$ cat src/rtl/tug_light_bar.sv
// tug_light_bar: tug-of-war playfield with one lit light that moves with the key presses.
// A position register tracks the lit light. The block also keeps one score counter per side.
// A round restarts on a timer after each win, and the match ends when a side reaches
// MAX_SCORE. Every game register advances only on cycles where the tick strobe ce is high.
module tug_light_bar #(
   parameter int NUM_LIGHTS  = 9,
   parameter int SCORE_W     = 3,
   parameter int MAX_SCORE   = 7,
   parameter int RESTART_TKS = 4
) (
   input  logic                  clk,
   input  logic                  reset,
   input  logic                  ce,
   input  logic                  key_l,
   input  logic                  key_r,
   output logic [NUM_LIGHTS-1:0] lights,
   output logic                  win_l,
   output logic                  win_r,
   output logic [SCORE_W-1:0]    score_l,
   output logic [SCORE_W-1:0]    score_r,
   output logic                  game_over
);

   localparam int CENTRE = (NUM_LIGHTS - 1) / 2;
   localparam int POS_W  = (NUM_LIGHTS > 1) ? $clog2(NUM_LIGHTS) : 1;
   localparam int CNT_W  = (RESTART_TKS > 1) ? $clog2(RESTART_TKS) : 1;

   localparam logic [POS_W-1:0]   POS_C     = POS_W'(CENTRE);
   localparam logic [POS_W-1:0]   POS_MAX   = POS_W'(NUM_LIGHTS - 1);
   localparam logic [SCORE_W-1:0] SCORE_MAX = SCORE_W'(MAX_SCORE);
   localparam logic [SCORE_W-1:0] SCORE_PEN = SCORE_W'(MAX_SCORE - 1);
   localparam logic [CNT_W-1:0]   CNT_LAST  = CNT_W'(RESTART_TKS - 1);

   localparam logic [1:0] ST_PLAY  = 2'd0;
   localparam logic [1:0] ST_WIN_L = 2'd1;
   localparam logic [1:0] ST_WIN_R = 2'd2;

   // Reject parameter sets the game cannot represent.
   if ((NUM_LIGHTS < 3) || (NUM_LIGHTS % 2 == 0)) begin : g_bad_lights
      $error("tug_light_bar: NUM_LIGHTS must be odd and >= 3");
   end
   if ((MAX_SCORE < 1) || (MAX_SCORE > (2 ** SCORE_W) - 1)) begin : g_bad_score
      $error("tug_light_bar: MAX_SCORE out of range for SCORE_W");
   end
   if (RESTART_TKS < 1) begin : g_bad_restart
      $error("tug_light_bar: RESTART_TKS must be >= 1");
   end

   logic [1:0]         state,     state_nx;
   logic [POS_W-1:0]   pos,       pos_nx;
   logic [CNT_W-1:0]   cnt,       cnt_nx;
   logic [SCORE_W-1:0]            score_l_nx, score_r_nx;
   logic                          game_over_nx;
   logic               prev_l,    prev_r;
   logic               press_l,   press_r;
   logic               mv_l,      mv_r;

   // Rising-edge presses, qualified by the tick. If both keys are pressed on the same tick, they cancel.
   always_comb begin
      press_l = ce & key_l & ~prev_l;
      press_r = ce & key_r & ~prev_r;
      mv_l    = press_l & ~press_r;
      mv_r    = press_r & ~press_l;
   end

   // Next-state logic for the play/win machine, the position, the restart timer and the scores.
   always_comb begin
      // NOTE: every output of this block gets a default first, so no path can leave a latch.
      state_nx     = state;
      pos_nx       = pos;
      cnt_nx       = cnt;
      score_l_nx   = score_l;
      score_r_nx   = score_r;
      game_over_nx = game_over;
      if (ce) begin
         case (state)
            ST_PLAY: begin
               if (mv_r) begin
                  if (pos == POS_MAX) begin
                     state_nx = ST_WIN_R;
                     cnt_nx   = '0;
                     if (score_r != SCORE_MAX) score_r_nx = score_r + SCORE_W'(1);
                     if (score_r == SCORE_PEN) game_over_nx = 1'b1;
                  end else begin
                     pos_nx = pos + POS_W'(1);
                  end
               end else if (mv_l) begin
                  if (pos == '0) begin
                     state_nx = ST_WIN_L;
                     cnt_nx   = '0;
                     if (score_l != SCORE_MAX) score_l_nx = score_l + SCORE_W'(1);
                     if (score_l == SCORE_PEN) game_over_nx = 1'b1;
                  end else begin
                     pos_nx = pos - POS_W'(1);
                  end
               end
            end
            ST_WIN_L, ST_WIN_R: begin
               // After the final round the win display stays frozen until reset.
               if (!game_over) begin
                  if (cnt == CNT_LAST) begin
                     state_nx = ST_PLAY;
                     pos_nx   = POS_C;
                     cnt_nx   = '0;
                  end else begin
                     cnt_nx = cnt + CNT_W'(1);
                  end
               end
            end
            default: begin
               state_nx = ST_PLAY;
               pos_nx   = POS_C;
               cnt_nx   = '0;
            end
         endcase
      end
   end

   // State registers with synchronous reset. The key-history registers sample only on tick cycles.
   always_ff @(posedge clk) begin
      // NOTE: sequential state uses non-blocking assignments so all registers update together.
      if (reset) begin
         state     <= ST_PLAY;
         pos       <= POS_C;
         cnt       <= '0;
         prev_l    <= 1'b0;
         prev_r    <= 1'b0;
         score_l   <= '0;
         score_r   <= '0;
         game_over <= 1'b0;
      end else begin
         state     <= state_nx;
         pos       <= pos_nx;
         cnt       <= cnt_nx;
         score_l   <= score_l_nx;
         score_r   <= score_r_nx;
         game_over <= game_over_nx;
         if (ce) begin
            prev_l <= key_l;
            prev_r <= key_r;
         end
      end
   end

   // Decode the display outputs from the registered state only, so no key input reaches an output combinationally.
   always_comb begin
      lights = '0;
      if (state == ST_PLAY) lights = NUM_LIGHTS'(1) << pos;
      win_l = (state == ST_WIN_L);
      win_r = (state == ST_WIN_R);
   end

endmodule

$ cat config.mk
export PLATFORM = sky130hd
export DESIGN_NAME = tug_light_bar
export DESIGN_NICKNAME = d
export VERILOG_FILES = /design/src/rtl/tug_light_bar.sv
export SDC_FILE = /design/constraint.sdc
export NUM_CORES = 1
export LEC_CHECK = 0
export CAP_MARGIN = 20
export CORE_MARGIN = 10
export CORE_UTILIZATION = 55
export CTS_BUF_LIST = sky130_fd_sc_hd__clkbuf_16
export DETAILED_ROUTE_END_ITERATION = 10
export MAX_ROUTING_LAYER = met4
export PLACE_DENSITY = 0.9
export SETUP_SLACK_MARGIN = 0.02
export SLEW_MARGIN = 0
export SYNTH_ARGS = -nofsm -noshare
export SYNTH_HDL_FRONTEND = slang
export SYNTH_SLANG_ARGS = --single-unit
$ cat constraint.sdc
create_clock -name clk -period 4.8 [get_ports clk]
set_clock_uncertainty 0.15 [all_clocks]
set_input_delay 0.96 -clock clk [delete_from_list [all_inputs] [get_ports clk]]
set_output_delay 0.96 -clock clk [all_outputs]
set_load 0.1 [all_outputs]
==> metrics.txt <==
post-synthesis sequential area ratio around 29%; Min-Delay Path Class reg -> reg; setup bufs post-CTS 0; CTS tree yes; final instance area between 1000 and 1500 µm²; CTS buffer count 3; iteration-0 DRC count of the detailed router 36; worst hold slack 0.329 ns; Primary FF master, synth dfxtp_1; worst setup margin 1.13 ns; hold path depth 2; Worst setup SP type flop; Post-Synth Simple-Gate Area 26.8%; Chip Height 66.4 µm; largest net degree at the start of global routing 20; dpl cells 180; Synth-to-Final Area Change 24.8%; Post-DRT Antenna Nets 0; RSZ-0062 raised after global routing false; Crit Path Category reg -> out; WL final 2.77 mm; DIE AREA 4410 µm²; top cell type's share of synthesized area 28.8%; mux contribution to synthesized area 2.54%; placed instance area ~1400 µm²; Final Setup Violations 0; RR Endpoint pos[3]; core area 2000 µm²; Final GP Congestion 0.887; Tcrit/Tclk final about three quarters; hold endpoint prev_r; complex-gate fraction of the synthesized area 15.0%; initial antenna violation count 0; f_max roughly 270 MHz; synthesized area between 1000 and 1500 µm²; fin nets 179; max-cap viol count 0; cells after synthesis 140; Synth Area in Adders 16.5%; minimum clock period 3.67 ns; routed via count 1075; pre-CTS setup slack 0.836 ns; Reg2Reg Depth 9; CP endpoint kind output pin; R2R Path Start prev_r; global route total overflow 0; P_leak 0.620 nW; status complete, no violations; CTS Hold Bufs 0; clock slew at reported path FFs 0.05 ns; Antenna diodes 0; root buf cell clkbuf_16; DRC viols 0; I/O pin count 23; largest family of logic cells by synthesized area simple AND/OR/NAND/NOR gates; DR pass1 iterations 4; #FFs+latches synth 17; post-route non-filler standard cell count 185; Worst Path Max Fanout 10; syn_nets 160; relative slew slack 35.0%; number of global-route vias before repair roughly 1000; area leader, netlist dfxtp_1; Final Hold Fails 0; Pins Over Slew Limit 0; XOR/XNOR Fraction of Synth Area 2.96%; share of layout cells above drive strength 1 7.59%; Rows 16; die width roughly 66 µm; r2r setup slk 2.28 ns; most common cell after layout, fill and taps aside clkdlybuf4s50_1; peak supply drop 0.256 mV; H-tree depth 1; Sink Count 17; DR vias/cell 5.81; WL/cell around 15 µm; global-route wire length before repair 4.68 mm; Tot GR Track Use a little over an eighth; post-DP HPWL 2.03 mm; PwrDens 297 nW/µm²; synth unique cells 41; Worst-Margin Slew 0.972 ns; Initial Util 59.1%; CP required 3.69 ns; post-cts sizing count 0; clock latency on the worst-skew pair between 0.2 and 0.3 ns; Synth area leaders dfxtp_1 (29%), ha_1 (15%), a21oi_1 (5.1%), nor2_1 (3.8%), inv_1 (3.5%); Post-synth EDFFs 0; clock buffer depth 2; crit path DAT about 2.6 ns; TNS Setup 0 ns; synth warn 0; Port Buf Inserts 22; Avg Cell Area, Syn between 8 and 9 µm²; hold path startpoint prev_r; commonest non-fill, non-tap cells in the layout clkdlybuf4s50_1 (20), dfxtp_1 (17), ha_1 (14); ys async rst share 0%
kinds of logic (layout without fill, tap and decap cells):
kind of cell             count (synthesis)  after routing
adder cells (fa/ha/maj)                 15             15
AND/OR/NAND/NOR                         54             54
buffers and inverters                   20             38
AO/OA/AOI/OAI                           27             27
XOR/XNOR                                 4              4
flip-flops                              17             17
multiplexers                             3              3
critical path, stage by stage, from the launching register on:
cell and delay, ns:
dfxtp_1 0.32, inv_1 0.08, ha_1 0.37, nand3_1 0.16
nor3_1 0.20, clkdlybuf4s50_1 1.17
final cells by class:
cell class,count,area [µm²]
Sequential cell,17,340
Clock inverter,1,5.00
Inverter,11,41.3
Timing Repair Buffer,23,220
Multi-Input combinational cell,103,762
Fill cell,165,524
Tap cell,27,33.8
Clock buffer,3,75.1
synth_stat cells, drive strengths merged, types with 3 or more instances:
| cell | count |
|---|---|
| dfxtp | 17 |
| ha | 14 |
| a21oi | 12 |
| nor2 | 12 |
| inv | 11 |
| nand2 | 7 |
| buf | 5 |
| clkbuf | 4 |
| nand2b | 4 |
| nand3 | 4 |
| nor3 | 4 |
| o21ai | 4 |
| or2 | 4 |
| mux2i | 3 |
| nand4b | 3 |
| nor4b | 3 |
| xnor2 | 3 |
worst max path at each step:
stage | startpoint | to | slack (ns) | cells after the start
floorplan | state[0] | lights[4] | 0.12 | 5
global placement | ce | state[0] | 1.02 | 9
detailed placement | ce | pos[3] | 0.84 | 9
CTS | ce | pos[3] | 1.06 | 9
global route | ce | pos[3] | 0.86 | 11
finish | state[0] | lights[6] | 1.13 | 5
through the flow:
step | utilization (%) | total power [mW]
final | 73.8 | 0.438
after global routing | 73.8 | 0.454
after CTS | 73.6 | 0.438
after detailed placement | 69.6 | 0.269
after global placement | 69.6 | 0.266
after floorplan | - | 0.247
report_power, final:
part           internal (mW)  total, mW  leakage (nW)  switching [mW]
combinational         0.0353      0.112         0.441          0.0768
clock                  0.112      0.170        0.0409          0.0580
sequential             0.146      0.156         0.138          0.0106
flip-flops by register name, indices dropped and copies added, names as in the netlist:
signal / count
cnt: 2
game_over: 1
pos: 4
prev_l: 1
prev_r: 1
score_l: 3
score_r: 3
state: 2
per-layer routing:
layer / share of wire [%] / global-route usage [%]
met5: 0 / -
met4: 3.1 / 5.24
met3: 7.4 / 5.08
met2: 48 / 22.5
met1: 41 / 14.6
No activity file was read; power rests on OpenSTA's default activity.
